## config.mk

```make
export PLATFORM = sky130hd
export DESIGN_NAME = reg_file_mp
export DESIGN_NICKNAME = d
export VERILOG_FILES = /design/src/rtl/rf_pkg.sv /design/src/rtl/rf_scoreboard.sv /design/src/rtl/reg_file_mp.sv
export SDC_FILE = /design/constraint.sdc
export NUM_CORES = 1
export LEC_CHECK = 0
export CAP_MARGIN = 20
export CELL_PAD_IN_SITES_DETAIL_PLACEMENT = 0
export CELL_PAD_IN_SITES_GLOBAL_PLACEMENT = 2
export CORE_UTILIZATION = 40
export DETAILED_ROUTE_END_ITERATION = 10
export GPL_TIMING_DRIVEN = 0
export PLACE_DENSITY = 0.76
export SYNTH_ARGS = -nofsm -noshare
export SYNTH_HDL_FRONTEND = slang
export SYNTH_SLANG_ARGS = --single-unit
```

## constraint.sdc

```tcl
create_clock -name clk -period 3.5 [get_ports clk]
set_clock_uncertainty 0.1 [all_clocks]
set_input_delay 0.35 -clock clk [delete_from_list [all_inputs] [get_ports clk]]
set_output_delay 0.35 -clock clk [all_outputs]
set_load 0.01 [all_outputs]
```

## src/rtl/rf_pkg.sv

```systemverilog
`default_nettype none
// ============================================================================
// Module      : rf_pkg
// Description : Shared constants and source-readiness helper for reg_file_mp.
// Revision    : 1.0 - initial release
// ============================================================================
package rf_pkg;

    localparam int c_dwidth_default = 16;
    localparam int c_nregs_default  = 4;
    localparam int c_max_awidth     = 16;

    // Callers zero-extend addresses to c_max_awidth so one helper serves any depth.
    function automatic logic src_readable(
        input logic                    busy_bit,
        input logic                    wr_en,
        input logic [c_max_awidth-1:0] wr_addr,
        input logic [c_max_awidth-1:0] src_addr
    );
        return !busy_bit || (wr_en && (wr_addr == src_addr));
    endfunction

endpackage
`default_nettype wire

```

## src/rtl/rf_scoreboard.sv

```systemverilog
`default_nettype none
// ============================================================================
// Module      : rf_scoreboard
// Description : Per-register pending-write bits; lock sets, write clears,
//               set wins on collision, r0 optionally pinned to zero.
// Revision    : 1.0 - initial release
// ============================================================================
module rf_scoreboard #(
    parameter int NREGS   = 4,
    parameter int AWIDTH  = $clog2(NREGS),
    parameter int ZERO_R0 = 0
) (
    input  logic              clk,
    input  logic              rst,
    input  logic              wr_en,
    input  logic [AWIDTH-1:0] wr_addr,
    input  logic              lock_en,
    input  logic [AWIDTH-1:0] lock_addr,
    output logic [NREGS-1:0]  busy
);

    logic [NREGS-1:0] w_set;
    logic [NREGS-1:0] w_clr;
    logic [NREGS-1:0] r_busy;

    for (genvar i = 0; i < NREGS; i++) begin : g_dec
        if ((ZERO_R0 != 0) && (i == 0)) begin : g_zero
            assign w_set[i] = 1'b0;
            assign w_clr[i] = 1'b0;
        end else begin : g_norm
            assign w_set[i] = lock_en && (lock_addr == AWIDTH'(i));
            assign w_clr[i] = wr_en   && (wr_addr   == AWIDTH'(i));
        end
    end

    always_ff @(posedge clk or posedge rst) begin
        if (rst) begin
            r_busy <= '0;
        end else begin
            for (int i = 0; i < NREGS; i++) begin
                if (w_set[i]) begin
                    r_busy[i] <= 1'b1;
                end else if (w_clr[i]) begin
                    r_busy[i] <= 1'b0;
                end
            end
        end
    end

    assign busy = r_busy;

endmodule
`default_nettype wire

```

## src/rtl/reg_file_mp.sv

```systemverilog
`default_nettype none
// ============================================================================
// Module      : reg_file_mp
// Description : Register file, one write port, two registered read ports with
//               write bypass and a pending-write scoreboard stalling reads.
// Revision    : 1.0 - initial release
// ============================================================================
module reg_file_mp
    import rf_pkg::*;
#(
    parameter int DWIDTH  = c_dwidth_default,
    parameter int NREGS   = c_nregs_default,
    parameter int AWIDTH  = $clog2(NREGS),
    parameter int ZERO_R0 = 0
) (
    input  logic              clk,
    input  logic              rst,
    input  logic              wr_en,
    input  logic [AWIDTH-1:0] wr_addr,
    input  logic [DWIDTH-1:0] wr_data,
    input  logic              lock_en,
    input  logic [AWIDTH-1:0] lock_addr,
    input  logic              rd_req,
    input  logic [AWIDTH-1:0] rd_addr,
    input  logic [AWIDTH-1:0] rs_addr,
    output logic              rd_ready,
    output logic [DWIDTH-1:0] rd_q,
    output logic [DWIDTH-1:0] rs_q,
    output logic              en_out,
    output logic [NREGS-1:0]  busy
);

    logic [DWIDTH-1:0] r_mem [NREGS];
    logic [NREGS-1:0]  w_wr_hit;
    logic              w_rd_ok;
    logic              w_rs_ok;
    logic              w_accept;
    logic [DWIDTH-1:0] w_rd_val;
    logic [DWIDTH-1:0] w_rs_val;

    rf_scoreboard #(
        .NREGS   (NREGS),
        .AWIDTH  (AWIDTH),
        .ZERO_R0 (ZERO_R0)
    ) u_scoreboard (
        .clk       (clk),
        .rst       (rst),
        .wr_en     (wr_en),
        .wr_addr   (wr_addr),
        .lock_en   (lock_en),
        .lock_addr (lock_addr),
        .busy      (busy)
    );

    for (genvar i = 0; i < NREGS; i++) begin : g_wr_dec
        if ((ZERO_R0 != 0) && (i == 0)) begin : g_zero
            assign w_wr_hit[i] = 1'b0;
        end else begin : g_norm
            assign w_wr_hit[i] = wr_en && (wr_addr == AWIDTH'(i));
        end
    end

    always_ff @(posedge clk or posedge rst) begin
        if (rst) begin
            for (int i = 0; i < NREGS; i++) begin
                r_mem[i] <= '0;
            end
        end else begin
            for (int i = 0; i < NREGS; i++) begin
                if (w_wr_hit[i]) begin
                    r_mem[i] <= wr_data;
                end
            end
        end
    end

    assign w_rd_ok  = src_readable(busy[rd_addr], wr_en,
                                   c_max_awidth'(wr_addr), c_max_awidth'(rd_addr));
    assign w_rs_ok  = src_readable(busy[rs_addr], wr_en,
                                   c_max_awidth'(wr_addr), c_max_awidth'(rs_addr));
    assign rd_ready = w_rd_ok && w_rs_ok;
    assign w_accept = rd_req && rd_ready;

    // The r0 zero rule is applied last so it overrides any bypass.
    always_comb begin
        w_rd_val = r_mem[rd_addr];
        if (wr_en && (wr_addr == rd_addr)) begin
            w_rd_val = wr_data;
        end
        if ((ZERO_R0 != 0) && (rd_addr == '0)) begin
            w_rd_val = '0;
        end
        w_rs_val = r_mem[rs_addr];
        if (wr_en && (wr_addr == rs_addr)) begin
            w_rs_val = wr_data;
        end
        if ((ZERO_R0 != 0) && (rs_addr == '0)) begin
            w_rs_val = '0;
        end
    end

    always_ff @(posedge clk or posedge rst) begin
        if (rst) begin
            rd_q   <= '0;
            rs_q   <= '0;
            en_out <= 1'b0;
        end else begin
            en_out <= w_accept;
            if (w_accept) begin
                rd_q <= w_rd_val;
                rs_q <= w_rs_val;
            end
        end
    end

endmodule
`default_nettype wire

```

* After elaboration in Yosys (flattened, before gate mapping)
Cells that the tools add are included.
** Cells by class
- Order comparisons :: 4
- Eq/ne operators :: 8
- Bitwise gates (word level) :: 2
- Mux-type cells :: 20
- Reduce and logical (&&, ||, !) cells :: 22
** Operators by type and width (count)
- 16-bit 2-to-1 mux :: 6
- 16-bit binary-select mux with 2-bit select :: 2
- 1-bit logical AND :: 12
- 1-bit 2-to-1 mux :: 10
- 2-bit == test (second input constant) :: 4
- 2-bit nonzero test :: 4
- 3-bit greater-or-equal comparator (second input constant) :: 2
- 2-bit by 3-bit < comparator with 1-bit output (second input constant) :: 2
- 2-bit inverter with 3-bit output :: 2
- 1-bit binary-select mux with 2-bit select :: 2
- 2-bit by 1-bit == test with 1-bit output (second input constant) :: 2
- 2-bit == test :: 2
- 2-bit zero test :: 2
- 1-bit zero test :: 2
- 1-bit logical OR :: 2
** Storage, ports and cells
- Word-level logic and storage cells :: 67
- Register bits after elaboration :: 101
- Output and inout bits :: 38
- Input bits :: 29

* Logic depth before layout (Yosys ltp)
Gate-level depths: netlist of run 1.
- Depth after elaboration :: 6
- Depth in mapped cells :: 6
- Depth with buffers taken out :: 4

* By module
A second synthesis of run 1 with hierarchy kept.
** Second synthesis, totals
- Cell total of the unflattened synthesis :: 308
- Area total of the unflattened synthesis :: 5111.2 um^2
** By module, submodules not included
- reg_file_mp :: instances 1, sequential area each 2427.3 um^2, cells each 293, area an instance 4931.0 um^2
- rf_scoreboard :: instances 1, sequential area each 100.1 um^2, cells each 15, area an instance 180.2 um^2

* Worst setup path after synthesis of run 1
No wires, ideal clock.
- Path kind :: input -> register
- From :: input rd_addr[0]
- To :: register rd_q[10]
- Required time :: 3.275 ns
- Stages :: 5
- Path slack :: 1.285 ns
- Library setup time :: 0.125 ns
- Arrival time :: 1.990 ns
- Path buffers :: 2
- Path through :: buf_4 mux4_2 a221oi_4 buf_6 mux2_4
** Between the ends
- Word-level cells in the longest chain between the ends :: 6
- Elaborated cells on any way between the ends :: 13
- Those cells by class :: 1 x eq/ne; 6 x mux; 1 x bitwise; 5 x reduce/logical
** Ends and longest elaborated chain
- start, declared :: RTL line reg_file_mp.sv:24 : input logic [AWIDTH-1:0] rd_addr,
- 1-bit binary-select mux with 2-bit select :: RTL line reg_file_mp.sv:77 : assign w_rd_ok = src_readable(busy[rd_addr], wr_en,
- 1-bit 2-to-1 mux (implied by the code) :: RTL line reg_file_mp.sv:77
- 1-bit zero test :: RTL line rf_pkg.sv:20 : return !busy_bit || (wr_en && (wr_addr == src_addr));
- 1-bit logical OR :: RTL line rf_pkg.sv:20
- 1-bit logical AND :: RTL line reg_file_mp.sv:81 : assign rd_ready = w_rd_ok && w_rs_ok;
- 1-bit logical AND :: RTL line reg_file_mp.sv:82 : assign w_accept = rd_req && rd_ready;
- end signal, assigned :: RTL line reg_file_mp.sv:110 : rd_q <= w_rd_val;
- end, declared :: RTL line reg_file_mp.sv:27 : output logic [DWIDTH-1:0] rd_q,
Several ways; a longest one is shown, not always the timed one. The select of a mux whose other input is x is not followed.
A chain may end at the register's enable or synchronous reset.

* Final worst setup path of run 1
- From :: input rs_addr[1]
- To :: output rd_ready
** Between the ends
- Word-level cells in the longest chain between the ends :: 5
- Elaborated cells on any way between the ends :: 7
- Those cells by class :: 1 x eq/ne; 2 x mux; 4 x reduce/logical
** Ends and longest elaborated chain
- start, declared :: RTL line reg_file_mp.sv:25 : input logic [AWIDTH-1:0] rs_addr,
- 1-bit binary-select mux with 2-bit select :: RTL line reg_file_mp.sv:79 : assign w_rs_ok = src_readable(busy[rs_addr], wr_en,
- 1-bit 2-to-1 mux (implied by the code) :: RTL line reg_file_mp.sv:79
- 1-bit zero test :: RTL line rf_pkg.sv:20
- 1-bit logical OR * :: RTL line rf_pkg.sv:20
- 1-bit logical AND * :: RTL line reg_file_mp.sv:81
- end, declared :: RTL line reg_file_mp.sv:26 : output logic rd_ready,
Mark *: on every way between the ends. The rest lies on a longest branch, timed or not. The select of a mux whose other input is x is not followed.

==> metrics.sh, run 1 <==
POST_SYNTH_FA_HA_MAJ_AREA_FRACTION_PCT=0
FINAL_MAX_SLEW_VIOL_COUNT=0
STARTING_UTILIZATION_OF_THE_CORE_AREA_PCT=41.6
FIN_CRIT_SH_PCT=87.6
SYNTH_SEQUENTIAL_AREA_RATIO_PCT=49.7
GRT_PASS1_VIAS=3165
CLK_TRANSITION_REPORTED_PATHS_NS=0.06
DETAIL_ROUTE.ITER0.VIOLATIONS=84
POSTSYNTHNETCOUNT=334
FINAL_CELLS=548
POST-CTS-SETUP-BUFFERS=0
CTSROOTBUFFERMASTER='clkbuf_16'
POST_DRT_ANTENNA_NETS=0
FMAXACHIEVABLE_MHz=326
CRITICAL_PATH.STARTPOINT_TYPE='primary input'
LATEST_CLOCK_ARRIVAL_WITHIN_THE_WORST_SKEW_PAIR_NS=0.36
SYNTH_TOP_CELLS_BY_AREA='dfrtp_1, mux2_2, mux4_2'
DP_HPWL_MM=7.34
PLACE_CONGESTION=0.723
SYNTH_CELL_TYPES=21
SYNTH.FF_LATCH_COUNT=101
SYNTH_CELLS=305
ALL_LAYER_GLOBAL_ROUTING_USAGE_PCT=19.7
UNREPAIRED_SETUP_ENDPOINTS_AFTER_GLOBAL_ROUTING='false'
INPUT_OUTPUT_BUFFERS=59
HP-CLASS='in -> async'
CORE_AREA_SQ_UM=12200
POWER_DENSITY_nW_PER_UM2=662
CTS_TREE='built'
NUMBER_OF_FLOPS_MAPPED_TO_ENABLE_CELLS_BY_YOSYS=0
VIA_COUNT=2972
NUM_IO_PINS=67
POST_CTS_RESIZE_COUNT=0
FINAL_PERIOD_MINUS_WORST_SETUP_SLACK_NS=3.07
OUTCOME='completed'
FP-ROW-COUNT=40
DRCVIOLATIONCOUNT=0
POST-SYNTH-TOP-AREA-FRACTION_PCT=49.7
TOTAL_DIE_AREA_SQ_UM=13200
PLACED_CELLS_INCL_TAPS=533
TOTAL_POWER_mW=4.12
CRITPATHARRIVALTIME_NS=2.62
MAX_CAP_VIOLS=0
GLOBAL_ROUTE.OVERFLOW_TOTAL=0
SYNTH_TOP_FLOP_CELL='dfrtp_1'
AVGROUTEDWIREPERCELL_UM=21.2
MAXIMUM_NUMBER_OF_PINS_ON_ONE_NET_BEFORE_GLOBAL_ROUTE_REPAIR=64
DIE_Y_UM=115
CTS_INSERTED_BUFFERS=9
DOMINANT_COMBINATIONAL_CELL_FAMILY_BY_AREA_AFTER_SYNTHESIS='multiplexers'
RELATIVE_SLEW_SLACK_PCT=45.9
SYNTH.MOST_COMMON_CELL='mux2_2'
WIRELENGTH_MM=11.6
SYNTH_XOR_XNOR_AREA_SHARE_PCT=0.689
SYN-CELL-AREA_SQ_UM=5080
GRT_ANTENNA_BEFORE_REPAIR=0
YS.WARNINGS.COUNT=0
YOSYS.AREA_SHARE.SIMPLE_PCT=1.01
DESIGN.FINAL.NETS=405
CLK_PATH_BUF_DEPTH=2
POST-PLACE-WS_NS=0.348
FLOW.AREA_GROWTH_FROM_SYNTHESIS_PCT=22.6
AREA.SEQUENTIAL_SQ_UM=2530
CTS_HTREE_LEVELS=3
LEAKAGEPOWER_nW=2.53
LAYOUT_SETUP_WS_NS=0.433
AREA_TAKEN_BY_MULTI_INPUT_LOGIC_GATES_SQ_UM=2420
WORSTSETUPENDPOINTTYPE='primary output'
AVGSYNTHCELLAREA_SQ_UM=16.7
DRT_FIRST_PASS_ITERS=4
SYNTH_AREA_LEADER_CELL='dfrtp_1'
SYNTH_COMPOUND_AREA_SHARE_PCT=1.38
GRT_FIRST_PASS_WIRELENGTH_MM=18.7
CLOCK_SINK_COUNT=101
IR_WORST_VDD_uV=339
CP.REQUIRED_NS=3.05
WORST-SETUP-PATH-TYPE='in -> out'
FINALHOLDVIOLCOUNT=0
TIGHTESTPINTRANSITION_NS=0.808
TOTAL_OF_ENDPOINTS_WITH_NEGATIVE_SETUP_SLACK_IN_THE_FINAL_REPORT=0
MUXSHAREOFSYNTHAREA_PCT=44.5
POST_SYNTH_MOST_FREQUENT_CELLS='mux2_2, dfrtp_1, mux4_2'
HOLD_BUFFERS=0
N_FILL_CELL=1084
ANTENNA-DIODE-COUNT=0
FP.DIEW_UM=115
FRACTION_OF_LAYOUT_INSTANCES_USING_A_DRIVE_STRENGTH_ABOVE_1_PCT=49.2
PATH_MAX_FANOUT=10
AVGVIACOUNTPERCELL=5.42
ASYNC_RESET_FF_SHARE_PCT=100
[state kept, by name, summed over array words and instances (netlist names)]
register and flops:
u_scoreboard.busy 4, en_out 1, r_mem 64, rs_q 16
rd_q 16
[metal layers]
layer  vias to the layer above  routed length (um)  GRT usage (%)
li1                       1319                   -              -
met1                      1585                5530           28.5
met2                        56                5510           29.8
met3                        12                 370           3.34
met4                         0                 200           7.79
met5                         -                   0              0
[cells by family after synthesis]
family | after synthesis
AO/OA/AOI/OAI | 6
XOR/XNOR | 4
buffers and inverters | 25
flip-flops | 101
multiplexers | 162
AND/OR/NAND/NOR | 7
[per-stage QoR]
step	cell area, sq um	hold WS [ns]	setup TNS, ns	utilization, %
after floorplan	5080	0.345	0	-
after global placement	5880	0.392	-126.48	48.2
after detailed placement	5910	0.395	0	48.4
after CTS	6230	0.307	0	51.0
after global routing	6230	0.326	0	51.0
final	6230	0.284	0	51.0
[cells in the final DEF, fill, tap and decap left out, drive strengths merged]
| cell | instances |
|---|---|
| clkinvlp | 1 |
| mux2 | 128 |
| clkinv | 1 |
| a32o | 2 |
| nand3 | 3 |
| inv | 5 |
| dfrtp | 101 |
| mux4 | 34 |
| nand3b | 2 |
| nand2 | 1 |
| clkdlybuf4s50 | 59 |
| buf | 12 |
| bufinv | 2 |
| o31ai | 1 |
| clkbuf | 20 |
| nor3b | 1 |
| xnor2 | 4 |
| a221oi | 1 |
| a22oi | 1 |
| o32ai | 1 |
[path summary, 6_finish.rpt]
| path | depth (start not counted) | end | startpoint | slack [ns] |
|---|---|---|---|---|
| worst min-delay path | 2 | rd_q[15] | rst | 0.28 |
| max in group asynchronous | 3 | r_mem[50] | rst | 2.32 |
| worst min register to register | 1 | rs_q[15] | rs_q[15] | 0.40 |
| min in group clk | 1 | rs_q[15] | rs_q[15] | 0.40 |
| worst max-delay path | 6 | rd_ready | rs_addr[1] | 0.43 |
| worst max register to register | 4 | rs_q[9] | u_scoreboard.busy[0] | 1.21 |
[where the power goes]
part	leakage, nW	internal, mW	total (mW)	switching [mW]
Clock	0.152	0.642	1.09	0.450
Combinational	1.18	0.880	1.32	0.441
Sequential	1.20	1.50	1.71	0.205
Total	2.53	3.03	4.12	1.10
[worst max-delay path, stage by stage]
cell             delay (ns)
buf_2                  0.25
xnor2_1                0.16
nand3_1                0.46
clkbuf_1               0.47
a22oi_1                0.34
clkdlybuf4s50_1        0.59
[area by class of cell]
| cell class | instances | share of cell area, % |
|---|---|---|
| sequential | 101 | 40.6 |
| multi-input combinational | 179 | 38.9 |
| timing repair buffer | 60 | 9.92 |
| clock buffer | 11 | 3.90 |
| tap | 168 | 3.37 |
| buffer | 20 | 1.87 |
| clock inverter | 4 | 1.17 |
| inverter | 5 | 0.342 |
No activity file was read; power rests on OpenSTA's default activity.
==> inputs of run 2 (changes only) <==
--- a/config.mk
+++ b/config.mk
@@ -8,8 +8,9 @@
 export CAP_MARGIN = 20
 export CELL_PAD_IN_SITES_DETAIL_PLACEMENT = 0
 export CELL_PAD_IN_SITES_GLOBAL_PLACEMENT = 2
-export CORE_UTILIZATION = 40
+export CORE_UTILIZATION = 46
 export DETAILED_ROUTE_END_ITERATION = 10
+export DONT_BUFFER_PORTS = 1
 export GPL_TIMING_DRIVEN = 0
 export PLACE_DENSITY = 0.76
 export SYNTH_ARGS = -nofsm -noshare
==> run 2 against run 1 <==
- die area is 13% lower
- maximum frequency is 17% higher
- first-iteration DRC count is 25% lower
- sequential power is 7% higher
- worst hold slack worse by 0.27 ns
- combinational power is 40% lower
- non-clock buffer count is 55 lower
- total power is 18% lower
- wire length is 6.8% lower
- design area is 11% lower
- largest cell class unchanged
- largest power group unchanged
==> metrics.sh, run 2 (synthesized netlist as in run 1, its figures left out) <==
FP.DIEW_UM=107  # was 115 um
GRT_ANTENNA_BEFORE_REPAIR=0  # unchanged
CRITICAL_PATH.STARTPOINT_TYPE='primary input'  # unchanged
N_FILL_CELL=922  # was 1084
CRITICAL_PATH.REG2REG.STARTPOINT='u_scoreboard.busy[3]'  # was u_scoreboard.busy[0]
DESIGN_AREA_SQ_UM=5530  # was 6230 sq um
CTS_INSERTED_BUFFERS=9  # unchanged
FLOW.AREA_GROWTH_FROM_SYNTHESIS_PCT=8.71  # was 22.6%
PLACE_CONGESTION=0.701  # was 0.723
CRITPATHARRIVALTIME_NS=2.17  # was 2.62 ns
FINALHOLDVIOLCOUNT=0  # unchanged
CLK_PATH_BUF_DEPTH=2  # unchanged
TOTAL_OF_ENDPOINTS_WITH_NEGATIVE_SETUP_SLACK_IN_THE_FINAL_REPORT=0  # unchanged
DETAIL_ROUTE.ITER0.VIOLATIONS=63  # was 84
VIA_COUNT=2770  # was 2972
POWER_DISSIPATED_BY_SWITCHING_NET_LOADS_mW=0.990  # was 1.10 mW
MIN_DELAY_WORST_ENDPOINT='r_mem[41]'
WHS_NS=0.0132  # was 0.284 ns
AVGVIACOUNTPERCELL=5.94  # was 5.42
IR_WORST_VDD_uV=248  # was 339 uV
LAYOUT_SETUP_WS_NS=0.883  # was 0.433 ns
LEAKAGEPOWER_nW=2.26  # was 2.53 nW
CTSROOTBUFFERMASTER='clkbuf_8'  # was clkbuf_16
WORST_HOLD_STARTPOINT='wr_data[9]'
TOTAL_DIE_AREA_SQ_UM=11500  # was 13200 sq um
FINAL_CELLS=466  # was 548
MOSTFREQUENTLAYOUTCELLS='mux2_2, dfrtp_1, mux4_2'  # was mux2_2, dfrtp_1, clkdlybuf4s50_1
POWER_FRAC_COMB_PCT=23.4  # was 32.0%
CP.REQUIRED_NS=3.05  # about the same
DP_HPWL_MM=6.98  # was 7.34 mm
ANTENNA-DIODE-COUNT=0  # unchanged
MOSTFREQUENTLAYOUTCELL='mux2_2'  # unchanged
NUM_IO_PINS=67  # unchanged
CLK_TRANSITION_REPORTED_PATHS_NS=0.10  # was 0.06 ns
GLOBAL_ROUTE.OVERFLOW_TOTAL=0  # unchanged
REG2REG_TO='rs_q[13]'  # was rs_q[9]
RELATIVE_SLEW_SLACK_PCT=45.5  # was 45.9%
WORST-SETUP-PATH-TYPE='in -> out'  # unchanged
POST_DRT_ANTENNA_NETS=0  # unchanged
UTILIZATION_PCT=51.2  # was 51.0%
HP-CLASS='in -> reg'  # was in -> async
LATEST_CLOCK_ARRIVAL_WITHIN_THE_WORST_SKEW_PAIR_NS=0.38  # was 0.36 ns
POWER_FRAC_CLOCK_PCT=22.3  # was 26.5%
DIE_Y_UM=107  # was 115 um
FMAXACHIEVABLE_MHz=382  # was 326 MHz
MAX_CAP_VIOLS=0  # unchanged
FRACTION_OF_LAYOUT_INSTANCES_USING_A_DRIVE_STRENGTH_ABOVE_1_PCT=57.7  # was 49.2%
CLOCK_SINK_COUNT=101  # unchanged
INPUT_OUTPUT_BUFFERS=0  # was 59
ALL_LAYER_GLOBAL_ROUTING_USAGE_PCT=20.5  # was 19.7%
UNREPAIRED_SETUP_ENDPOINTS_AFTER_GLOBAL_ROUTING='false'  # unchanged
DRCVIOLATIONCOUNT=0  # unchanged
INTERNAL-POWER_mW=2.38  # was 3.03 mW
AVGROUTEDWIREPERCELL_UM=23.2  # was 21.2 um
FIN_CRIT_SH_PCT=74.8  # was 87.6%
WORSTSETUPENDPOINTTYPE='primary output'  # unchanged
PLACED_CELLS_INCL_TAPS=446  # was 533
SHARE_SEQ_OF_TOTAL_POWER_PCT=54.3  # was 41.5%
STARTING_UTILIZATION_OF_THE_CORE_AREA_PCT=47.1  # was 41.6%
LARGESTREGISTERS='r_mem: 64 flops, rd_q: 16 flops, rs_q: 16 flops'  # unchanged
POST-PLACE-WS_NS=0.721  # was 0.348 ns
GRT_PASS1_VIAS=3064  # was 3165
FINAL_PERIOD_MINUS_WORST_SETUP_SLACK_NS=2.62  # was 3.07 ns
TIGHTESTPINTRANSITION_NS=0.817  # was 0.808 ns
SWITCHING_SHARE_PCT=29.4  # was 26.6%
REG2REG_SLACK_NS=1.19  # was 1.21 ns
PATH_MAX_FANOUT=10  # unchanged
DESIGN.FINAL.NETS=350  # was 405
WORST_R2R_PATH_DEPTH=4  # unchanged
CORE_AREA_SQ_UM=10800  # was 12200 sq um
GRT_FIRST_PASS_WIRELENGTH_MM=17.2  # was 18.7 mm
DRT_FIRST_PASS_ITERS=4  # unchanged
CTS_HTREE_LEVELS=3  # unchanged
FINAL_MAX_SLEW_VIOL_COUNT=0  # unchanged
OUTCOME='completed'  # unchanged
DETAILED_PLACE.AREA_SQ_UM=5290  # was 5910 sq um
LARGEST_REG_FLOPS=64  # unchanged
LARGEST-REGISTER='r_mem'  # unchanged
MIN_DELAY_PATH_DEPTH=1
POWER_DENSITY_nW_PER_UM2=609  # was 662 nW/um^2
FP-ROW-COUNT=38  # was 40
MAXIMUM_NUMBER_OF_PINS_ON_ONE_NET_BEFORE_GLOBAL_ROUTE_REPAIR=53  # was 64
CTS_TREE='built'  # unchanged
WIRELENGTH_MM=10.8  # was 11.6 mm
run 2: per-layer routing:
| layer | wire (um) | part of all wire [%] | GRT usage (%) |
|---|---|---|---|
| met3 | 437 | 4.0 | 4.13 |
| met4 | 192 | 1.8 | 8.41 |
| met5 | 0 | 0 | 0 |
| met2 | 5090 | 47 | 32.5 |
| met1 | 5100 | 47 | 27.5 |
run 2: repair_timing:
item	CTS	global route
setup buffers	0	0
resized for setup	0	0
hold buffers	3	1
hold endpoints to repair	51	1
run 2: critical path, stage by stage:
cell	delay, ns
buf_2	0.24
xnor2_1	0.15
nand3_1	0.48
clkbuf_1	0.50
a22oi_1	0.44
run 2: final cells by class:
| type | count | area [sq um] | area share, % |
|---|---|---|---|
| buffer | 20 | 116 | 2.11 |
| clock buffer | 14 | 183 | 3.31 |
| clock inverter | 2 | 15.0 | 0.272 |
| inverter | 5 | 21.3 | 0.385 |
| multi-input combinational | 179 | 2420 | 43.8 |
| sequential | 101 | 2530 | 45.7 |
| tap | 140 | 175 | 3.17 |
| timing repair buffer | 5 | 67.6 | 1.22 |
run 2: power by group through the flow:
stage	clock (mW)	combinational, mW	sequential (mW)
detailed placement	0	0.798	1.85
floorplan	0	0.685	1.78
finish	0.750	0.789	1.83
global route	0.804	0.857	1.88
CTS	0.763	0.802	1.83
global placement	0	0.771	1.84
run 2: per-stage QoR:
stage	power, mW	TNS [ns]
4_1_cts	3.40	0
5_1_grt	3.54	0
6_report	3.37	0
2_1_floorplan	2.46	0
3_3_place_gp	2.61	-76.90
3_5_place_dp	2.65	0
run 2: how the worst max path moves through the flow:
stage	startpoint	endpoint	slack (ns)	cells after the start
floorplan	rst	en_out	0.40	1
global placement	rst	rs_q[4]	-0.77	1
detailed placement	rs_addr[1]	rs_q[13]	0.72	6
CTS	rs_addr[1]	rd_ready	0.83	5
global route	rs_addr[1]	rd_ready	0.74	5
finish	rs_addr[1]	rd_ready	0.88	5
